===== config.mk =====
export PLATFORM = sky130hd
export DESIGN_NAME = dft_scan_unloader
export DESIGN_NICKNAME = d
export VERILOG_FILES = /design/src/rtl/dft_pkg.sv /design/src/rtl/dft_word_packer.sv /design/src/rtl/dft_scan_unloader.sv
export SDC_FILE = /design/constraint.sdc
export NUM_CORES = 2
export LEC_CHECK = 0
export CAP_MARGIN = 20
export CELL_PAD_IN_SITES_DETAIL_PLACEMENT = 1
export CELL_PAD_IN_SITES_GLOBAL_PLACEMENT = 1
export CORE_AREA = 3 3 431 433
export DETAILED_ROUTE_END_ITERATION = 8
export DIE_AREA = 0 0 434 436
export DONT_BUFFER_PORTS = 1
export PLACE_DENSITY_LB_ADDON = 0.1
export SLEW_MARGIN = 20
export SYNTH_ARGS = -nofsm -noshare
export SYNTH_HDL_FRONTEND = slang
export SYNTH_SLANG_ARGS = --single-unit

===== constraint.sdc =====
create_clock -name clk -period 4.7 [get_ports clk]
set_input_delay 0.94 -clock clk [delete_from_list [all_inputs] [get_ports clk]]
set_output_delay 0.94 -clock clk [all_outputs]
set_load 0.005 [all_outputs]

===== src/rtl/dft_pkg.sv =====
// Shared types and constants for the scan-chain unloader.
package dft_pkg;

   localparam int WORD_W = 32;

   typedef enum logic [1:0] {
      IDLE  = 2'd0,
      SHIFT = 2'd1,
      LAST  = 2'd2,
      DONE  = 2'd3
   } state_t;

   // Ceiling log2; returns 0 for values of 0 or 1.
   function automatic int clog2(input int value);
      int r;
      r = 0;
      for (int i = 0; i < 31; i++) begin
         if ((1 << i) < value) r = i + 1;
      end
      return r;
   endfunction

endpackage


===== src/rtl/dft_word_packer.sv =====
// Per-chain 32-bit word assembler: indexed bit write, cleared at each word start.
module dft_word_packer
   import dft_pkg::*;
(
   input  logic              clk,
   input  logic              reset,
   input  logic              cap,
   input  logic              commit,
   input  logic              sin,
   input  logic [4:0]        bit_idx,
   output logic [WORD_W-1:0] word
);

   logic [WORD_W-1:0] acc_q;
   logic [WORD_W-1:0] acc_d;

   // Bit 0 starts a fresh word, so untouched high bits of a short word stay zero.
   always_comb begin
      acc_d          = (bit_idx == 5'd0) ? '0 : acc_q;
      acc_d[bit_idx] = sin;
   end

   // Accumulate captured bits; publish the completed word on commit.
   always_ff @(posedge clk) begin
      if (reset) begin
         acc_q <= '0;
         word  <= '0;
      end else begin
         if (cap)    acc_q <= acc_d;
         if (commit) word  <= acc_d;
      end
   end

endmodule


===== src/rtl/dft_scan_unloader.sv =====
// Scan-chain unloader: shifts up to P_SC_NBR chains, packs bits into 32-bit
// words and emits one-cycle write strobes with per-chain word addresses.
module dft_scan_unloader
   import dft_pkg::*;
#(
   parameter int P_SC_NBR = 16,
   parameter int P_WORDS  = 64
) (
   input  logic                       clk,
   input  logic                       reset,
   input  logic                       start,
   input  logic [31:0]                scan_len,
   input  logic [P_SC_NBR-1:0]        chain_mask,
   input  logic [P_SC_NBR-1:0]        scan_out,
   output logic                       scan_en,
   output logic [32*P_SC_NBR-1:0]     dft_output_data,
   output logic [32*P_SC_NBR-1:0]     dft_output_data_wraddr,
   output logic [P_SC_NBR-1:0]        dft_wen,
   output logic                       busy,
   output logic                       done
);

   localparam int          WC_W    = clog2(P_WORDS) + 1;
   localparam logic [31:0] MAX_LEN = 32'(WORD_W * P_WORDS);

   state_t                state, state_n;
   logic [31:0]           len_q;
   logic [31:0]           len_in;
   logic [P_SC_NBR-1:0]   mask_q;
   logic [4:0]            bit_cnt;
   logic [WC_W-1:0]       word_cnt;
   logic [31:0]           total_cnt;
   logic [31:0]           wraddr_q;
   logic                  cap;
   logic                  last_bit;
   logic                  word_end;

   assign len_in = (scan_len > MAX_LEN) ? MAX_LEN : scan_len;

   // State register.
   always_ff @(posedge clk) begin
      if (reset) state <= IDLE;
      else       state <= state_n;
   end

   // Next state, capture/commit strobes and status outputs.
   always_comb begin
      state_n  = state;
      cap      = 1'b0;
      last_bit = 1'b0;
      word_end = 1'b0;
      scan_en  = 1'b0;
      busy     = 1'b0;
      done     = 1'b0;
      case (state)
         IDLE: begin
            if (start) state_n = (len_in == 32'd0) ? DONE : SHIFT;
         end
         SHIFT: begin
            scan_en  = 1'b1;
            busy     = 1'b1;
            cap      = 1'b1;
            last_bit = (total_cnt + 32'd1 == len_q);
            word_end = (bit_cnt == 5'd31) || last_bit;
            if (last_bit) state_n = LAST;
         end
         LAST: begin
            busy    = 1'b1;
            state_n = DONE;
         end
         DONE: begin
            busy    = 1'b1;
            done    = 1'b1;
            state_n = IDLE;
         end
         default: state_n = IDLE;
      endcase
   end

   // Length/mask latch, bit/word/total counters and write strobe/address.
   always_ff @(posedge clk) begin
      if (reset) begin
         len_q     <= '0;
         mask_q    <= '0;
         bit_cnt   <= '0;
         word_cnt  <= '0;
         total_cnt <= '0;
         wraddr_q  <= '0;
         dft_wen   <= '0;
      end else begin
         if (state == IDLE && start) begin
            len_q     <= len_in;
            mask_q    <= chain_mask;
            bit_cnt   <= '0;
            word_cnt  <= '0;
            total_cnt <= '0;
         end
         if (cap) begin
            bit_cnt   <= bit_cnt + 5'd1;
            total_cnt <= total_cnt + 32'd1;
         end
         dft_wen <= word_end ? mask_q : '0;
         if (word_end) begin
            wraddr_q <= 32'(word_cnt);
            word_cnt <= word_cnt + 1'b1;
         end
      end
   end

   genvar i;
   generate
      for (i = 0; i < P_SC_NBR; i++) begin : g_chain
         dft_word_packer u_packer (
            .clk     (clk),
            .reset   (reset),
            .cap     (cap),
            .commit  (word_end),
            .sin     (scan_out[i]),
            .bit_idx (bit_cnt),
            .word    (dft_output_data[32*i +: 32])
         );
         assign dft_output_data_wraddr[32*i +: 32] = wraddr_q;
      end
   endgenerate

endmodule


==> report_table.html <==
<table>
<tr><th>Metric</th><th>Value</th></tr>
<tr><th colspan="2">Timing</th></tr>
<tr><td>Minimum period implied by the final worst setup slack</td><td>4.389 ns</td></tr>
<tr><td>Worst relative slew slack</td><td>0.2046</td></tr>
<tr><td>Setup repair after global routing missed its margin</td><td>false</td></tr>
<tr><td>Final Setup Violations</td><td>0</td></tr>
<tr><td>Final hold vios</td><td>0</td></tr>
<tr><td>Max-slew violation total from the final report</td><td>0</td></tr>
<tr><td>Period Utilization, post-route</td><td>0.9339</td></tr>
<tr><td>Setup Skew</td><td>0.04526 ns</td></tr>
<tr><td>Setup tns final</td><td>0 ns</td></tr>
<tr><td>Slew at the pin closest to its max-slew limit</td><td>1.190 ns</td></tr>
<tr><td>Maximum achievable frequency</td><td>227.8 MHz</td></tr>
<tr><th colspan="2">Setup path</th></tr>
<tr><td>Crit-path most repeated cell</td><td>sky130_fd_sc_hd__buf_12</td></tr>
<tr><td>WP data required</td><td>5.41 ns</td></tr>
<tr><td>Startpoint of the worst-slack reg-to-reg timing path</td><td>total_cnt[0]$_SDFFE_PP0P_</td></tr>
<tr><td>Worst flop-to-flop path endpoint</td><td>g_chain[3].u_packer.word[18]$_SDFFE_PP0P_</td></tr>
<tr><td>Maximum single-stage delay on the critical path</td><td>0.59 ns</td></tr>
<tr><td>Launching element type of the critical path</td><td>flop</td></tr>
<tr><td>Worst setup path class</td><td>flop to flop</td></tr>
<tr><td>Critical path buffer and inverter count</td><td>3</td></tr>
<tr><td>Largest delay contributor family on the critical path</td><td>simple AND/OR/NAND/NOR gates</td></tr>
<tr><td>Critical path's slowest cell</td><td>sky130_fd_sc_hd__or4_1</td></tr>
<tr><td>Maximum fanout along the worst path</td><td>61</td></tr>
<tr><td>Series of cell instances along the critical path</td><td>ha_1 &gt; nand3_1 &gt; nor4_2 &gt; o221a_2 &gt; nor4bb_1 &gt; nand4_1 &gt; or4_1 &gt; o41ai_4 &gt; buf_12 &gt; buf_12 &gt; buf_12 &gt; o22ai_1 &gt; nor2_1</td></tr>
<tr><td>Data arrival at the endpoint of the critical path</td><td>5.10 ns</td></tr>
<tr><td>Register-to-Register Setup Slack</td><td>0.31 ns</td></tr>
<tr><td>Kind of capture point of the worst setup path</td><td>flop</td></tr>
<tr><td>Worst Reg2Reg Path Length in Cells</td><td>13</td></tr>
<tr><th colspan="2">Worst hold path</th></tr>
<tr><td>Worst hold path class</td><td>primary input to flop</td></tr>
<tr><td>Worst hold path startpoint</td><td>reset</td></tr>
<tr><td>WHS Endpoint</td><td>g_chain[13].u_packer.word[31]$_SDFFE_PP0P_</td></tr>
<tr><td>Hold Path Cell Cnt</td><td>1</td></tr>
<tr><th colspan="2">Yosys</th></tr>
<tr><td>Part of the Yosys area used for sequential elements</td><td>0.4546</td></tr>
<tr><td>Cell Area, Synth</td><td>50,240 µm²</td></tr>
<tr><td>Cell accounting for the most synthesized area</td><td>sky130_fd_sc_hd__dfxtp_1</td></tr>
<tr><td>Yosys reg bits</td><td>1,141</td></tr>
<tr><td>Fraction of registers with async set/reset</td><td>0</td></tr>
<tr><td>Number of flops mapped to enable cells by yosys</td><td>0</td></tr>
<tr><td>Synth area leaders</td><td>sky130_fd_sc_hd__dfxtp_1 45%, sky130_fd_sc_hd__nor2_1 8.6%, sky130_fd_sc_hd__buf_4 7.6%</td></tr>
<tr><td>Top_reg_cell synth</td><td>sky130_fd_sc_hd__dfxtp_1</td></tr>
<tr><td>Share of Yosys cell area claimed by the top area cell type</td><td>0.4546</td></tr>
<tr><td>Mean cell area of the mapped netlist</td><td>8.080 µm²</td></tr>
<tr><td>Number of warnings issued by yosys</td><td>0</td></tr>
<tr><td>Cells after synthesis</td><td>6,218</td></tr>
<tr><td>Distinct cell type count after synthesis</td><td>64</td></tr>
<tr><th colspan="2">Placement</th></tr>
<tr><td>Weighted congestion at the end of routability-driven global placement</td><td>0.7882</td></tr>
<tr><td>Detailed placer's ending HPWL</td><td>141.4 mm</td></tr>
<tr><td>Number of placed cells counting well taps</td><td>8,055</td></tr>
<tr><td>Count of buffers inserted at the top-level ports</td><td>0</td></tr>
<tr><th colspan="2">Power</th></tr>
<tr><td>Clock network fraction of design power</td><td>0.312</td></tr>
<tr><td>Internal Power</td><td>22.33 mW</td></tr>
<tr><td>Pleak</td><td>18.57 nW</td></tr>
<tr><td>Maximum VDD drop</td><td>0.4225 mV</td></tr>
<tr><td>Switching part of the total</td><td>0.3949</td></tr>
<tr><td>Switching power summed over all nets</td><td>14.58 mW</td></tr>
<tr><td>Flop pwr share</td><td>0.363</td></tr>
<tr><td>Cell Pwr Density</td><td>664.8 nW/µm²</td></tr>
<tr><td>Comb power frac</td><td>0.325</td></tr>
<tr><th colspan="2">GRT</th></tr>
<tr><td>First-pass GRT wire length</td><td>316.6 mm</td></tr>
<tr><td>Total overflow reported by the global router</td><td>0</td></tr>
<tr><td>Number of global-route vias before repair</td><td>42,118</td></tr>
<tr><td>Initial antenna violation count</td><td>18</td></tr>
<tr><td>Global routing usage summed across all routing layers</td><td>0.2279</td></tr>
<tr><td>Pin count of the biggest net entering global routing</td><td>1,108</td></tr>
<tr><th colspan="2">Clock tree</th></tr>
<tr><td>Clock Sink Count</td><td>1,141</td></tr>
<tr><td>CTS tree</td><td>done</td></tr>
<tr><td>Hold Buf Count CTS</td><td>0</td></tr>
<tr><td>CTS H-Tree Depth</td><td>4</td></tr>
<tr><td>CTS Root Cell</td><td>sky130_fd_sc_hd__clkbuf_16</td></tr>
<tr><td>Buffer levels on the longest clock path</td><td>3</td></tr>
<tr><td>CTS-repair resized insts</td><td>0</td></tr>
<tr><td>Post CTS Setup Buffer Count</td><td>0</td></tr>
<tr><td>Number of buffers inserted during clock tree synthesis</td><td>145</td></tr>
<tr><td>Clock transition time at the flip-flop clock pins of the worst setup and hold paths</td><td>0.06 ns</td></tr>
<tr><td>Clock latency on the worst-skew pair</td><td>0.80 ns</td></tr>
<tr><th colspan="2">Finish</th></tr>
<tr><td>Fraction of final layout cells with drive strength greater than 1</td><td>0.07604</td></tr>
<tr><td>Final nets</td><td>5,901</td></tr>
<tr><td>Share of the core filled with cells</td><td>0.3042</td></tr>
<tr><td>Post-Layout Cell Count</td><td>8,321</td></tr>
<tr><td>Area growth, synth to finish</td><td>10.50%</td></tr>
<tr><th colspan="2">Route</th></tr>
<tr><td>Average wire length per cell after detail routing</td><td>26.89 µm</td></tr>
<tr><td>DRC</td><td>0</td></tr>
<tr><td>Via count</td><td>43,601</td></tr>
<tr><td>Remaining antenna violation count</td><td>0</td></tr>
<tr><td>Via/cell ratio</td><td>5.240</td></tr>
<tr><td>Number of optimization iterations in the first detailed-route pass</td><td>5</td></tr>
<tr><td>Initial detailed-routing violation count</td><td>2,920</td></tr>
<tr><td>Final routed wirelength across all metal layers</td><td>223.8 mm</td></tr>
<tr><th colspan="2">Die</th></tr>
<tr><td>Width of the die</td><td>434 µm</td></tr>
<tr><td>Floorplan die height</td><td>436 µm</td></tr>
<tr><td>Ports</td><td>1,110</td></tr>
<tr><td>Initial Util</td><td>0.2753</td></tr>
<tr><td>Die area</td><td>189,200 µm²</td></tr>
<tr><td>Core ar.</td><td>182,500 µm²</td></tr>
<tr><td>Placement Rows</td><td>157</td></tr>
<tr><th colspan="2">Flow run</th></tr>
<tr><td>Count of max-cap constraint violations</td><td>0</td></tr>
<tr><th colspan="2">Status</th></tr>
<tr><td>Run status</td><td>finished clean</td></tr>
</table>
-- synth_stat cells, types with 18 or more instances --
master and instances:
sky130_fd_sc_hd__buf_4 506, sky130_fd_sc_hd__nand4_1 23, sky130_fd_sc_hd__xnor2_1 37, sky130_fd_sc_hd__buf_2 99, sky130_fd_sc_hd__a21oi_1 72, sky130_fd_sc_hd__a31oi_1 23, sky130_fd_sc_hd__and3_1 27, sky130_fd_sc_hd__dfxtp_1 1141
sky130_fd_sc_hd__a311oi_1 384, sky130_fd_sc_hd__nor4_1 18, sky130_fd_sc_hd__clkbuf_1 458, sky130_fd_sc_hd__nor2_1 1151, sky130_fd_sc_hd__nand3_1 386, sky130_fd_sc_hd__nand2_1 875, sky130_fd_sc_hd__a211oi_1 262, sky130_fd_sc_hd__o22ai_1 372
sky130_fd_sc_hd__and2_1 40, sky130_fd_sc_hd__a22oi_1 141, sky130_fd_sc_hd__buf_1 19
-- state kept, by name (all words and copies together) (netlist names) --
| signal | count |
|---|---|
| g_chain.u_packer.acc_q | 512 |
| g_chain.u_packer.word | 512 |
| len_q | 32 |
| total_cnt | 32 |
| dft_wen | 16 |
| mask_q | 16 |
| word_cnt | 7 |
| wraddr_q | 7 |
| bit_cnt | 5 |
| state | 2 |
-- cells in the final DEF (no fill, tap or decap), types with 13 or more instances in the layout --
cell type / netlist / routed
sky130_fd_sc_hd__dfxtp_1: 1141 / 1137
sky130_fd_sc_hd__clkbuf_16: 0 / 147
sky130_fd_sc_hd__a31oi_1: 23 / 23
sky130_fd_sc_hd__buf_4: 506 / 103
sky130_fd_sc_hd__nand4_1: 23 / 23
sky130_fd_sc_hd__and2_1: 40 / 40
sky130_fd_sc_hd__clkinv_2: 0 / 23
sky130_fd_sc_hd__nor4_1: 18 / 18
sky130_fd_sc_hd__nand3_1: 386 / 386
sky130_fd_sc_hd__conb_1: 1 / 400
sky130_fd_sc_hd__nor2_1: 1151 / 1088
sky130_fd_sc_hd__nand2b_1: 16 / 16
sky130_fd_sc_hd__nor2_2: 0 / 13
sky130_fd_sc_hd__inv_1: 13 / 13
sky130_fd_sc_hd__o22ai_1: 372 / 372
sky130_fd_sc_hd__xor2_1: 17 / 17
sky130_fd_sc_hd__a22oi_1: 141 / 141
sky130_fd_sc_hd__a21oi_1: 72 / 71
sky130_fd_sc_hd__nand2_1: 875 / 874
sky130_fd_sc_hd__xnor2_1: 37 / 37
sky130_fd_sc_hd__a211oi_1: 262 / 262
sky130_fd_sc_hd__nor3_1: 13 / 13
sky130_fd_sc_hd__buf_12: 0 / 32
sky130_fd_sc_hd__and3_1: 27 / 27
sky130_fd_sc_hd__clkbuf_1: 458 / 33
sky130_fd_sc_hd__clkbuf_8: 0 / 27
sky130_fd_sc_hd__a311oi_1: 384 / 384
sky130_fd_sc_hd__nor2_4: 0 / 50
-- per-stage QoR --
stage	instance area, µm²	hold WS (ns)	setup slack, ns	power [mW]
floorplan	51740	0.4296	0.9879	21.02
global placement	50470	0.4390	0.4728	25.21
finish	55520	0.2245	0.3106	36.91
global route	55510	0.1535	0.07724	39.22
detailed placement	50490	0.4459	0.3973	25.58
CTS	55360	0.2042	0.3600	37.34
-- worst max-delay path by stage --
| stage | start | end | depth (start not counted) |
|---|---|---|---|
| finish | total_cnt[0]$_SDFFE_PP0P_ | g_chain[3].u_packer.word[18]$_SDFFE_PP0P_ | 13 |
| global route | total_cnt[0]$_SDFFE_PP0P_ | g_chain[3].u_packer.word[18]$_SDFFE_PP0P_ | 13 |
| CTS | total_cnt[0]$_SDFFE_PP0P_ | g_chain[3].u_packer.word[18]$_SDFFE_PP0P_ | 13 |
| detailed placement | total_cnt[0]$_SDFFE_PP0P_ | g_chain[11].u_packer.word[19]$_SDFFE_PP0P_ | 13 |
| global placement | total_cnt[0]$_SDFFE_PP0P_ | g_chain[3].u_packer.word[29]$_SDFFE_PP0P_ | 14 |
| floorplan | total_cnt[0]$_SDFFE_PP0P_ | wraddr_q[0]$_SDFFE_PP0P_ | 13 |
-- cells by family (layout without fill, tap and decap cells) --
logic type | after synthesis | after routing | synth area share
compound gates | 1290 | 1290 | 0.1895
fa+ha+maj | 12 | 12 | 0.002988
flops | 1141 | 1141 | 0.4546
other cells | 1 | 405 | 0.00007464
buf+inv | 1096 | 410 | 0.1222
simple gates | 2604 | 2604 | 0.2151
xor+xnor | 62 | 62 | 0.01300
mux | 12 | 12 | 0.002466
-- power by group through the flow --
| stage | combinational (mW) | sequential [mW] | clock (mW) |
|---|---|---|---|
| finish | 12.0 | 13.4 | 11.5 |
| global route | 13.3 | 13.6 | 12.3 |
| CTS | 12.0 | 13.4 | 11.9 |
| detailed placement | 12.0 | 13.6 | 0 |
| global placement | 11.7 | 13.5 | 0 |
| floorplan | 8.01 | 13.0 | 0 |
-- layer usage --
metal | routed length (µm) | up-vias | part of all wire | GRT usage
li1 | - | 20250 | - | -
met1 | 97240 | 21923 | 0.43 | 0.2934
met2 | 105800 | 1168 | 0.47 | 0.3789
met3 | 13640 | 260 | 0.061 | 0.04812
met4 | 7080 | 0 | 0.032 | 0.07231
met5 | 0 | - | 0 | 0
-- cell type report --
cell class                      count  area [µm²]
Clock buffer                      207        4174
Multi-Input combinational cell   4380       23190
Inverter                           14       52.55
Tap cell                         2385        2984
Timing Repair Buffer              140        1551
Clock inverter                     49       703.2
Fill cell                       21334      127000
Sequential cell                  1141       22850
Antenna cell                        5       12.51
Power figures use the tool's default switching activity.
